==> config.mk <==
export PLATFORM = sky130hd
export DESIGN_NAME = uart_rx_byte
export DESIGN_NICKNAME = d
export VERILOG_FILES = /design/src/rtl/uart_rx_byte.sv
export SDC_FILE = /design/constraint.sdc
export NUM_CORES = 1
export LEC_CHECK = 0
export ABC_CLOCK_PERIOD_IN_PS = 1700
export BUFFER_PORTS_ARGS = -buffer_cell sky130_fd_sc_hd__buf_2
export CORE_MARGIN = 2
export CORE_UTILIZATION = 40
export CTS_CLUSTER_DIAMETER = 200
export DETAILED_ROUTE_END_ITERATION = 8
export PLACE_DENSITY = 0.71
export SYNTH_ARGS = -nofsm -noshare
export SYNTH_HDL_FRONTEND = slang
export SYNTH_SLANG_ARGS = --single-unit
export TNS_END_PERCENT = 10
==> constraint.sdc <==
create_clock -name clk -period 1.7 [get_ports clk]
set_clock_uncertainty 0.05 [all_clocks]
set_input_delay 0.34 -clock clk [delete_from_list [all_inputs] [get_ports clk]]
set_output_delay 0.34 -clock clk [all_outputs]
set_load 0.01 [all_outputs]
==> src/rtl/uart_rx_byte.sv <==
// uart_rx_byte
//   UART receiver for 8N1 serial traffic. It brings the asynchronous rxd line
//   into the clk domain, finds the start bit, samples each bit near its centre
//   and hands the finished byte to a consumer through a one-entry holding
//   register with a valid/ready handshake.
//
// Parameters
//   CLKS_PER_BIT  clk cycles per serial bit (>= 4)
//   SYNC_STAGES   flops in the rxd synchroniser (>= 2)
//
// Ports
//   clk        core clock, rising edge
//   rst_n      synchronous active-low reset
//   rxd        asynchronous serial input, idle high
//   rx_data    received byte, LSB is the first data bit on the line
//   rx_valid   rx_data holds a byte that has not been accepted yet
//   rx_ready   consumer accepts the byte when rx_valid is also high
//   frame_err  one-cycle pulse, stop bit was sampled low
//   overrun    one-cycle pulse, a byte was dropped because rx_data was full
module uart_rx_byte #(
  parameter int CLKS_PER_BIT = 87,
  parameter int SYNC_STAGES  = 2
) (
  input  logic       clk,
  input  logic       rst_n,
  input  logic       rxd,
  output logic [7:0] rx_data,
  output logic       rx_valid,
  input  logic       rx_ready,
  output logic       frame_err,
  output logic       overrun
);

  localparam int CNT_W = $clog2(CLKS_PER_BIT);
  localparam int HALF  = CLKS_PER_BIT / 2;
  localparam logic [CNT_W-1:0] HALF_M1 = CNT_W'(HALF - 1);
  localparam logic [CNT_W-1:0] BIT_M1  = CNT_W'(CLKS_PER_BIT - 1);
  localparam logic [CNT_W-1:0] CNT_ONE = CNT_W'(1);

  typedef enum logic [2:0] {
    ST_IDLE,
    ST_START,
    ST_DATA,
    ST_STOP,
    ST_BREAK
  } state_t;

  logic [SYNC_STAGES-1:0] sync_q;
  logic                   rxs;

  state_t           state_q, state_d;
  logic [CNT_W-1:0] cnt_q, cnt_d;
  logic [2:0]       idx_q, idx_d;
  logic [7:0]       shift_q, shift_d;
  logic             byte_done;

  logic [7:0] data_d;
  logic       valid_d;
  logic       ferr_d;
  logic       ovr_d;

  // Synchroniser chain. It resets to the idle (high) line level so that a
  // reset can never be mistaken for a start bit.
  always_ff @(posedge clk) begin
    if (!rst_n) begin
      sync_q <= '1;
    end else begin
      sync_q <= {sync_q[SYNC_STAGES-2:0], rxd};
    end
  end

  assign rxs = sync_q[SYNC_STAGES-1];

  // Receiver state: FSM state, bit-time counter, bit index, shift register
  // and the registered outputs all update together.
  always_ff @(posedge clk) begin
    if (!rst_n) begin
      state_q   <= ST_IDLE;
      cnt_q     <= '0;
      idx_q     <= '0;
      shift_q   <= '0;
      rx_data   <= '0;
      rx_valid  <= 1'b0;
      frame_err <= 1'b0;
      overrun   <= 1'b0;
    end else begin
      state_q   <= state_d;
      cnt_q     <= cnt_d;
      idx_q     <= idx_d;
      shift_q   <= shift_d;
      rx_data   <= data_d;
      rx_valid  <= valid_d;
      frame_err <= ferr_d;
      overrun   <= ovr_d;
    end
  end

  // Frame sequencing. The start bit is timed to its centre with a half-bit
  // count, after which every bit (data and stop) is sampled one full bit
  // period later, keeping all sample points near the bit centres.
  always_comb begin
    state_d   = state_q;
    cnt_d     = cnt_q;
    idx_d     = idx_q;
    shift_d   = shift_q;
    byte_done = 1'b0;
    ferr_d    = 1'b0;

    case (state_q)
      ST_IDLE: begin
        if (!rxs) begin
          state_d = ST_START;
          cnt_d   = HALF_M1;
        end
      end

      ST_START: begin
        if (cnt_q != '0) begin
          cnt_d = cnt_q - CNT_ONE;
        end else if (rxs) begin
          // Line went back high before the start-bit centre: a glitch.
          state_d = ST_IDLE;
        end else begin
          state_d = ST_DATA;
          cnt_d   = BIT_M1;
          idx_d   = '0;
        end
      end

      ST_DATA: begin
        if (cnt_q != '0) begin
          cnt_d = cnt_q - CNT_ONE;
        end else begin
          shift_d[idx_q] = rxs;
          cnt_d          = BIT_M1;
          if (idx_q == 3'd7) begin
            state_d = ST_STOP;
          end else begin
            idx_d = idx_q + 3'd1;
          end
        end
      end

      ST_STOP: begin
        if (cnt_q != '0) begin
          cnt_d = cnt_q - CNT_ONE;
        end else if (rxs) begin
          byte_done = 1'b1;
          state_d   = ST_IDLE;
        end else begin
          ferr_d  = 1'b1;
          state_d = ST_BREAK;
        end
      end

      ST_BREAK: begin
        // A line held low (break) reports one framing error, then waits here
        // until the line returns to idle.
        if (rxs) begin
          state_d = ST_IDLE;
        end
      end

      default: begin
        state_d = ST_IDLE;
      end
    endcase
  end

  // Holding register hand-off. A completed byte may replace a byte that is
  // being accepted in the same cycle; if the old byte is not accepted the new
  // one is dropped and reported as an overrun.
  always_comb begin
    data_d  = rx_data;
    valid_d = rx_valid;
    ovr_d   = 1'b0;

    if (byte_done) begin
      if (!rx_valid || rx_ready) begin
        data_d  = shift_q;
        valid_d = 1'b1;
      end else begin
        ovr_d = 1'b1;
      end
    end else if (rx_valid && rx_ready) begin
      valid_d = 1'b0;
    end
  end

endmodule

Word level (Yosys, flattened, before mapping)
Index checks and enable logic that the tools add are counted.

Order comparisons: 2. Equal/unequal tests: 16. Reductions and logical operators: 17. Add/subtract/negate cells: 2. Mux-type cells: 31. Bitwise operators: 3.

Operators by type and width (count): $mux W7 (5); $mux W3 (11); $pmux W7 S4 (1); $ne A2 B2 Y1 const B (9); $pmux W3 S5 (1); $mux W1 (9); $bwmux W8 (1); $reduce_and A2 Y1 (4); $reduce_bool A7 Y1 (1); $sub A7 B1 Y7 const B (1); $eq A3 B2 Y1 const B (2); $eq A3 B3 Y1 const B (2); $pmux W3 S2 (1); $reduce_and A6 Y1 (1); $reduce_and A5 Y1 (1); $lt A3 B4 Y1 const B (1); $reduce_and A4 Y1 (1); $reduce_bool A2 Y1 (2); $reduce_bool A4 Y1 (1); $add A3 B1 Y3 const B (1); $demux W1 S3 (1); $eq A3 B1 Y1 const B (1); $ge A3 B1 Y1 const B (1); $logic_not A3 Y1 (1); other kinds (8) (11).

Flip-flop bits (word level): 34. Output and inout bits: 11. Logic and storage cells: 80. Input bits: 4.

Logic depth before layout (Yosys ltp)
Depth after elaboration: 5. Gate-level depth with buffers: 7.

Least setup slack after synthesis
OpenSTA, ideal clock, no wires.

Path type: reg2reg. Start: register cnt_q[0]. End: register rx_data[0]. Arrival time: 1719 ps. Stages on the path, launching flop included: 7. Path slack: -197 ps. Buffers on the path: 0. Period minus slack after synthesis: 1897 ps. Path through: dfxtp_1 inv_1 ha_1 nor3b_1 nand4_1 mux2i_1 nor2_1.

Word-level cells in the longest chain between the ends: 4.

RTL lines: start, declared (RTL line 52) `logic [CNT_W-1:0] cnt_q, cnt_d;`; start signal, assigned (RTL line 88) `cnt_q <= cnt_d;`; $reduce_bool A7 Y1 (RTL line 145) `if (cnt_q != '0) begin`; $mux W1 (RTL line 145); $mux W1 (RTL line 109) `case (state_q)`; $reduce_and A2 Y1 (no line); end signal, assigned (RTL line 91) `rx_data <= data_d;`; end, declared (RTL line 27) `output logic [7:0] rx_data,`.

Every way passes these cells. A chain may end at the register's enable or synchronous reset.

Worst setup path in the final report
Start: register cnt_q[0]. End: register cnt_q[2].

Word-level cells in the longest chain between the ends: 3. Elaborated cells between the ends (all ways): 9. Those cells by class: 1 x add/sub; 2 x eq/ne; 4 x mux; 2 x reduce/logical.

RTL lines (RTL line): $sub A7 B1 Y7 or $reduce_bool A7 Y1 (tied branches); $mux W7, or another cell as far along (145); $pmux W7 S4 or $reduce_and A4 Y1 (tied branches).

Parallel ways exist; a longest one is shown, timed or not. The select of a mux whose other input is x is not followed.

==> results.cfg <==
[synth]
synth.avg_cell_area_sq_um = 8.84
yosysSeqAreaShare_pct = 39.9
ys.flop_type = dfxtp_1
synth_warnings = 0
syn_inst = 193
synth_area_leader_cell = dfxtp_1
synth-seq-cells = 34
yosys-top-cells-area = dfxtp_1 (40%), mux2i_1 (8.2%), nand2_1 (4.6%), a21oi_1 (4.1%), nor2_1 (3.3%)
post-synth-top-count-cell = dfxtp_1
ys_top_cells_by_count = dfxtp_1 (34), nand2_1 (21), nor2_1 (15)
syn_nets = 201
ys_types = 45
yosysTopAreaCellShare_pct = 39.9
synthArstFlopShare_pct = 0
synth_area_sq_um = 1710
synth_edf_count = 0

[power_and_ir_drop]
clockPowerShare_pct = 33.0
seq_power_share_pct = 49.1
power_density_nw_per_um2 = 790
netSwitchingFraction_pct = 28.4
power.switching_uw = 485
internal_power_mw = 1.22
p_leak_nw = 0.942
ir_worst_vdd_mv = 0.323
power_frac_comb_pct = 18.0

[detailed_routing]
highest_layer = met4
drt.antenna.violating_nets = 0
drt_pass1_iterations = 4
met3_length_um = 278
drcViolationCount = 0
viasPerCell = 5.54
dr.first_iter.drc_count = 165
dr_wl_met2_um = 1650
wl_per_cell_um = 13.8
drt-total-wl_um = 3870
vias = 1550
met1_length_um = 1880

[worst_setup_path]
critPathBufInv = 1
path_cells = inv_4, ha_4, or4b_4, o21ai_0, a21oi_1, o21a_1
crit_slowest_cell = or4b_4
worstSetupStartpointType = register
cpLargestDelayFamily = compound AO/OA/AOI/OAI gates
critical_path_class = reg -> reg
slowest_delay_ps = 520
reg2reg_depth = 6
critPathMaxFanout = 6
r2r_start = cnt_q[0]$_SDFFE_PN0P_
cp.arrival_ps = 1900
cp_data_required_time_ps = 1830
ff2ff_setup_slack_ps = -70
r2r-end = cnt_q[2]$_SDFFE_PN0P_
end_kind = register

[floorplanning]
initial_core_util_pct = 42.1
core_area_sq_um = 4060
ios = 15
die_h_um = 69.3
dieArea_sq_um = 4810
row_count = 23
die-width_um = 69.3

[clock_network]
cts_num_sinks = 34
cts_root_buf = clkbuf_8
cts_tree = done
cts_made_buffers = 5
htree_levels = 2
path_clk_slew_ps = 70
cts_max_path_buffers = 2
cts_hold_buffers = 0
clkLatencyLatePin_ps = 290

[global_routing]
track_usage_pct = 16.9
grt_overflow = 0
grt_pass1_vias = 1366
grt_pass1_wl_um = 6420
grt_max_degree = 12
antenna_found_initial = 0

[outcome]
violations = negative setup slack
status = finished, violations left

[flow_run]
maxCapViolations = 0

[worst_hold_path]
whs_path_depth = 2
worst_hold_startpoint = rxd
hold_class = in -> reg
min_to = sync_q[0]$_SDFF_PN1_

[finish]
final_area_sq_um = 2160
fill_cells = 375
fin_nets = 238
final_util_pct = 53.3
area_growth_pct = 26.7
diodes = 0
regArea_sq_um = 688
multiInputGateArea_sq_um = 1030
drive_gt1_share_pct = 32.2

[timing]
hold_viol_final = 0
final-max-slew-violation-count = 0
slew_headroom_pct = 73.4
fmax_mhz = 566
min_period_ps = 1770
setup_ws_ps = -66.8
fin_tns_setup_ps = -377
rsz0062_at_grt = yes
final-setup-viol-count = 10
finalCritPeriodShare_pct = 104
tightest_slew_ps = 395

[place]
gp_congestion = 0.934
placed_cell_area_sq_um = 2040
io_buffers = 14
dp_hpwl_um = 2870
place_ws_ps = -41.7
-- routing by layer --
metal  up-vias  GRT usage [%]
met5         -              0
met4         0           8.06
met3         5           5.23
met2        55           22.9
met1       715           24.1
li1        775              -
-- worst max path at each step --
stage                          startpoint                 endpoint  slack, ps  cells after the start
floorplan           cnt_q[0]$_SDFFE_PN0P_  shift_q[6]$_SDFFE_PN0P_         -7                      7
global route        cnt_q[1]$_SDFFE_PN0P_  shift_q[4]$_SDFFE_PN0P_       -140                      6
finish              cnt_q[0]$_SDFFE_PN0P_    cnt_q[2]$_SDFFE_PN0P_        -70                      6
global placement    cnt_q[0]$_SDFFE_PN0P_    cnt_q[6]$_SDFFE_PN0P_        -70                      6
CTS                 cnt_q[0]$_SDFFE_PN0P_    cnt_q[2]$_SDFFE_PN0P_        -50                      6
detailed placement  cnt_q[0]$_SDFFE_PN0P_    cnt_q[2]$_SDFFE_PN0P_        -40                      6
-- cells in the final DEF (no fill, tap or decap), drive strengths merged, types with 2 or more instances in the layout --
cell | netlist | final
nor2 | 15 | 15
clkinv | 0 | 2
or2 | 5 | 5
nand4 | 4 | 4
mux2i | 14 | 14
dfxtp | 34 | 34
nor3b | 6 | 6
nand2b | 3 | 3
nor2b | 2 | 2
nand2 | 21 | 21
o221a | 2 | 2
buf | 1 | 42
nor4b | 3 | 3
a21o | 3 | 3
nand3b | 2 | 2
nand3 | 4 | 4
a31oi | 2 | 2
a211oi | 2 | 2
o31ai | 3 | 3
nor3 | 7 | 7
o21ai | 7 | 7
o2111ai | 2 | 2
xor2 | 2 | 2
ha | 4 | 4
clkbuf | 11 | 5
a21oi | 14 | 14
inv | 4 | 4
-- power groups by stage --
stage               clock, mW  sequential (mW)  combinational [mW]
finish                  0.563            0.838               0.307
global placement            0            0.853               0.299
global route            0.608            0.840               0.336
floorplan                   0            0.853               0.212
CTS                     0.583            0.836               0.302
detailed placement          0            0.854               0.300
-- worst register-to-register path, cell delays in order (launching register included) --
cell,delay (ps)
dfxtp_4,350
inv_4,60
ha_4,120
or4b_4,520
o21ai_0,250
a21oi_1,110
o21a_1,200
-- kinds of logic (layout without fill, tap and decap cells) --
kind of cell,after synthesis,after routing,synth area share (%)
and+or+nand+nor,78,78,26.6
AOI/OAI and AO/OA,45,45,17.7
DFF,34,34,39.9
buffers and inverters,16,53,3.59
muxes,14,14,8.21
adders and majority gates,4,4,2.93
xor gates and xnor gates,2,2,1.03
-- per-stage QoR --
step           hold slack (ps)  power [mW]  cells
3_5_place_dp               348        1.15    272
5_1_grt                    189        1.78    280
4_1_cts                    168        1.72    279
3_3_place_gp               339        1.15    272
2_1_floorplan              336        1.07    193
6_report                   178        1.71    280
-- what timing repair did --
action,CTS,global route
cloned,0,0
pin swaps,2,7
setup endpoints to repair,12,26
gates resized for setup,1,8
setup buffers,0,1
-- area by class of cell --
class	count	area share, %
tap	50	2.89
inverter	4	0.810
sequential	34	31.8
multi-input combinational	143	47.7
clock buffer	5	3.18
timing repair buffer	42	13.1
clock inverter	2	0.463
-- registers in the layout (all words and copies together), names as in the netlist --
signal / cells
rx_valid: 1
state_q: 3
shift_q: 8
frame_err: 1
overrun: 1
cnt_q: 7
idx_q: 3
rx_data: 8
sync_q: 2
No activity file was read; power rests on OpenSTA's default activity.
